--- config.mk ---
export PLATFORM = sky130hd
export DESIGN_NAME = sevenseg_scan_decoder
export DESIGN_NICKNAME = d
export VERILOG_FILES = /design/src/rtl/sevenseg_pkg.sv /design/src/rtl/sevenseg_pattern_decode.sv /design/src/rtl/sevenseg_scan_decoder.sv
export SDC_FILE = /design/constraint.sdc
export NUM_CORES = 1
export LEC_CHECK = 0
export CAP_MARGIN = 20
export CORE_AREA = 2 2 96 98
export DETAILED_ROUTE_END_ITERATION = 8
export DIE_AREA = 0 0 98 100
export PLACE_DENSITY = 0.8
export RECOVER_POWER = 100
export SYNTH_ARGS = -nofsm -noshare
export SYNTH_HDL_FRONTEND = slang
export SYNTH_SLANG_ARGS = --single-unit
export TNS_END_PERCENT = 100
--- constraint.sdc ---
create_clock -name clk -period 4.4 [get_ports clk]
set_input_delay 0.66 -clock clk [delete_from_list [all_inputs] [get_ports clk]]
set_output_delay 0.66 -clock clk [all_outputs]
set_load 0.005 [all_outputs]
--- src/rtl/sevenseg_pkg.sv ---
// -----------------------------------------------------------------------------
// sevenseg_pkg
// Shared definitions for the seven-segment display path. The encoder
// (sevenseg_mux) and the decoder (sevenseg_scan_decoder) both import this
// package, so they use a single segment table.
//
// Segment bit order is {g,f,e,d,c,b,a}: bit 6 = g ... bit 0 = a.
// All patterns are active-low: a 0 bit lights that segment.
// -----------------------------------------------------------------------------
package sevenseg_pkg;

    localparam logic [6:0] SEG_0     = 7'h40;
    localparam logic [6:0] SEG_1     = 7'h79;
    localparam logic [6:0] SEG_2     = 7'h24;
    localparam logic [6:0] SEG_3     = 7'h30;
    localparam logic [6:0] SEG_4     = 7'h19;
    localparam logic [6:0] SEG_5     = 7'h12;
    localparam logic [6:0] SEG_6     = 7'h02;
    localparam logic [6:0] SEG_7     = 7'h78;
    localparam logic [6:0] SEG_8     = 7'h00;
    localparam logic [6:0] SEG_9     = 7'h10;
    localparam logic [6:0] SEG_A     = 7'h08;
    localparam logic [6:0] SEG_B     = 7'h03;
    localparam logic [6:0] SEG_C     = 7'h46;
    localparam logic [6:0] SEG_D     = 7'h21;
    localparam logic [6:0] SEG_E     = 7'h06;
    localparam logic [6:0] SEG_F     = 7'h0E;
    localparam logic [6:0] SEG_BLANK = 7'h7F;

    // Per-slot capture FSM.
    typedef enum logic [1:0] {
        ST_WAIT    = 2'd0,
        ST_CAPTURE = 2'd1,
        ST_HOLD    = 2'd2
    } scan_state_t;

    // Result of checking an anode vector for exactly one low bit.
    typedef struct packed {
        logic       valid;
        logic [1:0] idx;
    } slot_sel_t;

    function automatic slot_sel_t decode_anode(input logic [3:0] an);
        slot_sel_t r;
        r.valid = 1'b1;
        r.idx   = 2'd0;
        case (an)
            4'b1110: r.idx = 2'd0;
            4'b1101: r.idx = 2'd1;
            4'b1011: r.idx = 2'd2;
            4'b0111: r.idx = 2'd3;
            default: r.valid = 1'b0;
        endcase
        return r;
    endfunction

endpackage

--- src/rtl/sevenseg_pattern_decode.sv ---
// -----------------------------------------------------------------------------
// sevenseg_pattern_decode
// Pure combinational decode of one active-low segment pattern back to hex.
//
// Ports:
//   seg    in  7  segment pattern {g,f,e,d,c,b,a}, active-low
//   digit  out 4  decoded hex value (4'hF for blank or unknown patterns)
//   blank  out 1  pattern has every segment off
//   bad    out 1  pattern is neither a hex glyph nor blank
// -----------------------------------------------------------------------------
module sevenseg_pattern_decode
    import sevenseg_pkg::*;
(
    input  logic [6:0] seg,
    output logic [3:0] digit,
    output logic       blank,
    output logic       bad
);

    // NOTE: every output gets a default before the case so no path leaves
    // a variable unassigned, which would otherwise infer a latch.
    always_comb begin
        digit = 4'hF;
        blank = 1'b0;
        bad   = 1'b0;
        case (seg)
            SEG_0:     digit = 4'h0;
            SEG_1:     digit = 4'h1;
            SEG_2:     digit = 4'h2;
            SEG_3:     digit = 4'h3;
            SEG_4:     digit = 4'h4;
            SEG_5:     digit = 4'h5;
            SEG_6:     digit = 4'h6;
            SEG_7:     digit = 4'h7;
            SEG_8:     digit = 4'h8;
            SEG_9:     digit = 4'h9;
            SEG_A:     digit = 4'hA;
            SEG_B:     digit = 4'hB;
            SEG_C:     digit = 4'hC;
            SEG_D:     digit = 4'hD;
            SEG_E:     digit = 4'hE;
            SEG_F:     digit = 4'hF;
            SEG_BLANK: blank = 1'b1;
            default:   bad   = 1'b1;
        endcase
    end

endmodule

--- src/rtl/sevenseg_scan_decoder.sv ---
// -----------------------------------------------------------------------------
// sevenseg_scan_decoder
// Receive side of the multiplexed seven-segment bus. Samples {an,seg,dp},
// waits for SETTLE identical samples, captures the slot once per anode
// dwell, and publishes all four digits together when a frame completes.
//
// Ports:
//   clk          in   1  system clock
//   rst          in   1  asynchronous, active-high reset
//   an           in   4  anode enables, active-low, one-hot-low expected
//   seg          in   7  segments {g,f,e,d,c,b,a}, active-low
//   dp           in   1  decimal point, active-low
//   d3..d0       out  4  decoded digits, refreshed on frame_valid
//   dp_out       out  4  per-digit decimal point, 1 = lit
//   blank        out  4  per-digit, 1 = all segments off (digit reads 4'hF)
//   frame_valid  out  1  one-cycle pulse when all outputs are refreshed
//   pat_err      out  1  sticky: unknown segment pattern captured this frame
//   an_err       out  1  sticky: stable anode vector was not one-hot-low
//   stale        out  1  no capture for TIMEOUT cycles
// -----------------------------------------------------------------------------
module sevenseg_scan_decoder
    import sevenseg_pkg::*;
#(
    parameter int SETTLE  = 4,
    parameter int TIMEOUT = 1_000_000,
    parameter int CNT_W   = 20
) (
    input  logic       clk,
    input  logic       rst,
    input  logic [3:0] an,
    input  logic [6:0] seg,
    input  logic       dp,
    output logic [3:0] d3,
    output logic [3:0] d2,
    output logic [3:0] d1,
    output logic [3:0] d0,
    output logic [3:0] dp_out,
    output logic [3:0] blank,
    output logic       frame_valid,
    output logic       pat_err,
    output logic       an_err,
    output logic       stale
);

    localparam int                STAB_W    = (SETTLE > 1) ? $clog2(SETTLE) : 1;
    localparam logic [STAB_W-1:0] STAB_LAST = STAB_W'(SETTLE - 1);
    localparam logic [CNT_W-1:0]  CNT_MAX   = CNT_W'(TIMEOUT);

    // Sample layout: [11:8] an, [7:1] seg, [0] dp.
    logic [11:0]       in_q;
    logic [11:0]       cap_q;
    logic [STAB_W-1:0] stab_q;

    scan_state_t state_q, state_d;
    logic        capture;
    logic        load_cap;

    logic [3:0]       dec_digit;
    logic             dec_blank;
    logic             dec_bad;
    slot_sel_t        sel;
    logic             cap_ok;
    logic             cap_bad_an;
    logic [3:0]       mask_q, mask_d;
    logic             frame_done;

    logic [3:0][3:0]  sh_digit_q, sh_digit_d;
    logic [3:0]       sh_blank_q, sh_blank_d;
    logic [3:0]       sh_dp_q, sh_dp_d;
    logic [3:0][3:0]  d_q;
    logic [CNT_W-1:0] cnt_q;

    // ---------------- input register and stability counter ----------------
    // NOTE: state in clocked blocks uses non-blocking assignments so every
    // register samples the pre-edge values of the others.
    always_ff @(posedge clk or posedge rst) begin
        if (rst) begin
            in_q   <= '1;
            stab_q <= '0;
        end else begin
            in_q <= {an, seg, dp};
            // stab_q counts how many further cycles in_q has held its value.
            if ({an, seg, dp} != in_q)
                stab_q <= '0;
            else if (stab_q != STAB_LAST)
                stab_q <= stab_q + STAB_W'(1);
        end
    end

    // ---------------- capture FSM ----------------
    always_ff @(posedge clk or posedge rst) begin
        if (rst) state_q <= ST_WAIT;
        else     state_q <= state_d;
    end

    always_comb begin
        state_d = state_q;
        case (state_q)
            ST_WAIT:    if (stab_q == STAB_LAST) state_d = ST_CAPTURE;
            ST_CAPTURE: state_d = ST_HOLD;
            // Leave HOLD only once the bus moves off the captured sample, so
            // one dwell yields one capture.
            ST_HOLD:    if (in_q != cap_q) state_d = ST_WAIT;
            default:    state_d = ST_WAIT;
        endcase
    end

    always_comb begin
        capture  = (state_q == ST_CAPTURE);
        load_cap = (state_q == ST_WAIT) && (state_d == ST_CAPTURE);
    end

    // The settled sample is frozen in cap_q so a bus change on the same
    // edge cannot corrupt what CAPTURE writes.
    always_ff @(posedge clk or posedge rst) begin
        if (rst)           cap_q <= '1;
        else if (load_cap) cap_q <= in_q;
    end

    // ---------------- decode and shadow update ----------------
    sevenseg_pattern_decode u_decode (
        .seg   (cap_q[7:1]),
        .digit (dec_digit),
        .blank (dec_blank),
        .bad   (dec_bad)
    );

    always_comb begin
        sel        = decode_anode(cap_q[11:8]);
        cap_ok     = capture && sel.valid;
        cap_bad_an = capture && !sel.valid;
        mask_d     = mask_q;
        sh_digit_d = sh_digit_q;
        sh_blank_d = sh_blank_q;
        sh_dp_d    = sh_dp_q;
        if (cap_ok) begin
            mask_d[sel.idx]     = 1'b1;
            sh_digit_d[sel.idx] = dec_digit;
            sh_blank_d[sel.idx] = dec_blank;
            sh_dp_d[sel.idx]    = ~cap_q[0];
        end
        frame_done = cap_ok && (mask_d == 4'b1111);
    end

    // ---------------- shadow, outputs, flags, timeout ----------------
    // NOTE: the four-entry shadow is plain registers, not a RAM, so it is
    // reset like any other state; a reset mid-frame leaves nothing behind.
    always_ff @(posedge clk or posedge rst) begin
        if (rst) begin
            mask_q      <= '0;
            sh_digit_q  <= {4{4'hF}};
            sh_blank_q  <= 4'b1111;
            sh_dp_q     <= 4'b0000;
            d_q         <= {4{4'hF}};
            blank       <= 4'b1111;
            dp_out      <= 4'b0000;
            frame_valid <= 1'b0;
            pat_err     <= 1'b0;
            an_err      <= 1'b0;
            cnt_q       <= '0;
        end else begin
            sh_digit_q  <= sh_digit_d;
            sh_blank_q  <= sh_blank_d;
            sh_dp_q     <= sh_dp_d;
            frame_valid <= frame_done;
            if (frame_done) begin
                mask_q <= '0;
                d_q    <= sh_digit_d;
                blank  <= sh_blank_d;
                dp_out <= sh_dp_d;
            end else begin
                mask_q <= mask_d;
            end

            // Flags clear after the frame_valid cycle that reported them;
            // a fresh error in that same cycle takes priority.
            if (cap_ok && dec_bad) pat_err <= 1'b1;
            else if (frame_valid)  pat_err <= 1'b0;
            if (cap_bad_an)        an_err  <= 1'b1;
            else if (frame_valid)  an_err  <= 1'b0;

            if (capture)              cnt_q <= '0;
            else if (cnt_q != CNT_MAX) cnt_q <= cnt_q + CNT_W'(1);
        end
    end

    assign stale = (cnt_q == CNT_MAX);
    assign d3    = d_q[3];
    assign d2    = d_q[2];
    assign d1    = d_q[1];
    assign d0    = d_q[0];

endmodule
==> flow_metrics.env <==
export IMPL_final_cell_mix="60 x nor2_1, 50 x dfstp_2, 39 x dfrtp_1"
export IMPL_cap_violations=0
export IMPL_setup_tns_final_ns=0
export IMPL_leakage_nw=2.36
export IMPL_clk_pin_slew_ns=0.10
export IMPL_path_cells="nand2_1 > nor4b_4 > nor2_1 > nor4b_1 > nor2b_2 > clkbuf_1 > mux2_1"
export IMPL_ys_ff_latch=103
export IMPL_post_cts_setup_buffer_count=0
export IMPL_coreArea_um2=8890
export IMPL_final_layout_size_suffix_gt1_frac=0.203
export IMPL_htreeDepth=3
export IMPL_wl_per_cell_um=16.5
export IMPL_critPathKind="flip-flop to flip-flop"
export IMPL_cp_slowest_cell="nor2b_2"
export IMPL_syn_inst=425
export IMPL_grt_pass1_wl_um=16100
export IMPL_die_w_um=98
export IMPL_grt_use_total=0.206
export IMPL_drtIter0Drc=131
export IMPL_cts_tree="built"
export IMPL_ir_worst_vdd_v=0.000162
export IMPL_n_fill_cell=704
export IMPL_final_common_cell="nor2_1"
export IMPL_syn_nets=442
export IMPL_grt_pass1_vias=3239
export IMPL_syn_to_final_growth_pct=11.8
export IMPL_rows=35
export IMPL_crit_path_start_kind="flip-flop"
export IMPL_postRouteAntennaNets=0
export IMPL_grt_overflow=0
export IMPL_fin_skew_ns=0.0154
export IMPL_worstSetupPathDepth=7
export IMPL_antennaDiodeCount=0
export IMPL_top_level_ports=42
export IMPL_utilization=0.624
export IMPL_async_flop_share=1.00
export IMPL_setup_violations_final=0
export IMPL_clk_latency_ns=0.36
export IMPL_floorplan_initialDensity=0.558
export IMPL_ys_types=52
export IMPL_drv_slew=0
export IMPL_gp_congestion=0.860
export IMPL_port_buffer_count=41
export IMPL_wl_met2_um=4820
export IMPL_cts_root_buffer="clkbuf_8"
export IMPL_vias_per_cell=5.61
export IMPL_maxUsedRoutingLayer="met4"
export IMPL_cts_buffers=9
export IMPL_route_detailed_drc=0
export IMPL_syn_area_per_cell_um2=11.7
export IMPL_wirelength_um=9550
export IMPL_ctsResizeCount=0
export IMPL_slew_headroom=0.230
export IMPL_crit_family="simple AND/OR/NAND/NOR gates"
export IMPL_reg2reg_depth=7
export IMPL_wl_met1_um=4340
export IMPL_die_area_um2=9800
export IMPL_ctsHoldBuffers=0
export IMPL_ys_flop_type="dfstp_2"
export IMPL_hold_viol_final=0
export IMPL_met3_length_um=321
export IMPL_rsz0062_at_grt="no"
export IMPL_vias=3246
export IMPL_antenna_found_initial=0
export IMPL_cts_sinks=103
export IMPL_dr_pass1_iters=4
export IMPL_end_kind="flip-flop"
export IMPL_clockBufferDepth=2
export IMPL_min_path_cells=2
export IMPL_critPathArrivalTime_ns=3.81
export IMPL_tightest_slew_ns=1.16
export IMPL_period_share=0.800
export IMPL_crit_fanout=17
export IMPL_synth_area_um2=4960
export IMPL_hp_class="flip-flop to flip-flop"
export IMPL_post_dp_hpwl_um=6690
export IMPL_die_h_um=100
export IMPL_fin_crit_ns=3.52
export IMPL_critPathBufInv=1
export IMPL_nets=480
export IMPL_grt_max_degree=82
export IMPL_slowest_delay_ns=0.75
export IMPL_p_per_area_nw_per_um2=287
export IMPL_synth_edff_count=0
export IMPL_yosysSeqAreaShare=0.536
export IMPL_achievable_frequency_mhz=284
export IMPL_required_ns=4.69
export IMPL_ys_warnings_count=0
export IMPL_status="complete, no violations"
==> state kept, by name, indices dropped and copies added, names as in the netlist, 4 cells and up <==
| register | flops |
|---|---|
| cnt_q | 20 |
| d0 | 4 |
| dp_out | 4 |
| d1 | 4 |
| sh_digit_q | 16 |
| d3 | 4 |
| sh_dp_q | 4 |
| in_q | 12 |
| sh_blank_q | 4 |
| mask_q | 4 |
| d2 | 4 |
| blank | 4 |
| cap_q | 12 |
==> routing by layer <==
metal,vias to the layer above,global-route usage
met2,63,0.344
met1,1617,0.281
met3,5,0.0348
met4,0,0.0609
li1,1561,-
met5,-,0
==> synthesized netlist by cell type (all sizes together), types with 10 or more instances <==
| cell | number | area share |
|---|---|---|
| nand2 | 24 | 0.018 |
| xnor2 | 13 | 0.023 |
| inv | 10 | 0.0076 |
| nor2 | 60 | 0.045 |
| nor4 | 11 | 0.014 |
| dfrtp | 39 | 0.20 |
| a21oi | 13 | 0.013 |
| buf | 10 | 0.017 |
| dfstp | 64 | 0.34 |
| nand3 | 16 | 0.016 |
| xor2 | 32 | 0.056 |
| mux2 | 42 | 0.11 |
==> final timing paths <==
check                      slack [ns]             to     startpoint
setup / recovery                 0.88          d0[0]      cap_q[11]
hold / removal                   0.49  sh_blank_q[0]  sh_blank_q[0]
setup reg to reg                 0.88          d0[0]      cap_q[11]
hold reg to reg                  0.49  sh_blank_q[0]  sh_blank_q[0]
max in group asynchronous        2.00  sh_digit_q[4]            rst
min in group asynchronous        0.98       cnt_q[6]            rst
==> per-stage QoR <==
stage / std cells / hold slack, ns / total power [mW] / cell area [um^2] / setup WS (ns)
global placement: 563 / 0.462 / 1.03 / 5430 / 1.17
floorplan: 425 / 0.442 / 1.00 / 4960 / 1.14
global route: 579 / 0.539 / 1.66 / 5550 / 0.662
finish: 579 / 0.489 / 1.59 / 5550 / 0.879
detailed placement: 563 / 0.478 / 1.03 / 5430 / 1.05
CTS: 579 / 0.496 / 1.61 / 5640 / 1.04
==> area by class of cell <==
| class | count | area [um^2] | share of cell area |
|---|---|---|---|
| inverters | 10 | 40.0 | 0.00722 |
| well taps | 111 | 139 | 0.0250 |
| multi-input cells | 293 | 2080 | 0.374 |
| clock inverters | 5 | 51.3 | 0.00925 |
| flip-flops and latches | 103 | 2660 | 0.479 |
| repair buffers | 46 | 429 | 0.0774 |
| clock buffers | 11 | 153 | 0.0275 |
==> worst register-to-register path, stage by stage, from the launching register on <==
cell      delay, ns
dfstp_1        0.71
nand2_1        0.15
nor4b_4        0.60
nor2_1         0.17
nor4b_1        0.35
nor2b_2        0.75
clkbuf_1       0.37
mux2_1         0.37
==> kinds of logic (layout without fill, tap and decap cells) <==
kind of cell / Yosys count / count (layout) / synth area share
AND/OR/NAND/NOR: 155 / 155 / 0.167
XOR/XNOR: 45 / 45 / 0.0794
adder cells (fa/ha/maj): 3 / 3 / 0.00757
flip-flops: 103 / 103 / 0.536
AO/OA/AOI/OAI: 42 / 42 / 0.0585
buffers and inverters: 29 / 72 / 0.0315
multiplexers: 48 / 48 / 0.120
==> report_power, final <==
group          switching [mW]  total (mW)  internal [mW]  leakage (nW)
registers             0.00751       0.966          0.958          1.20
clock network           0.331       0.582          0.250         0.102
logic                  0.0275      0.0435         0.0160          1.06
(Power assumes the default switching activity.)
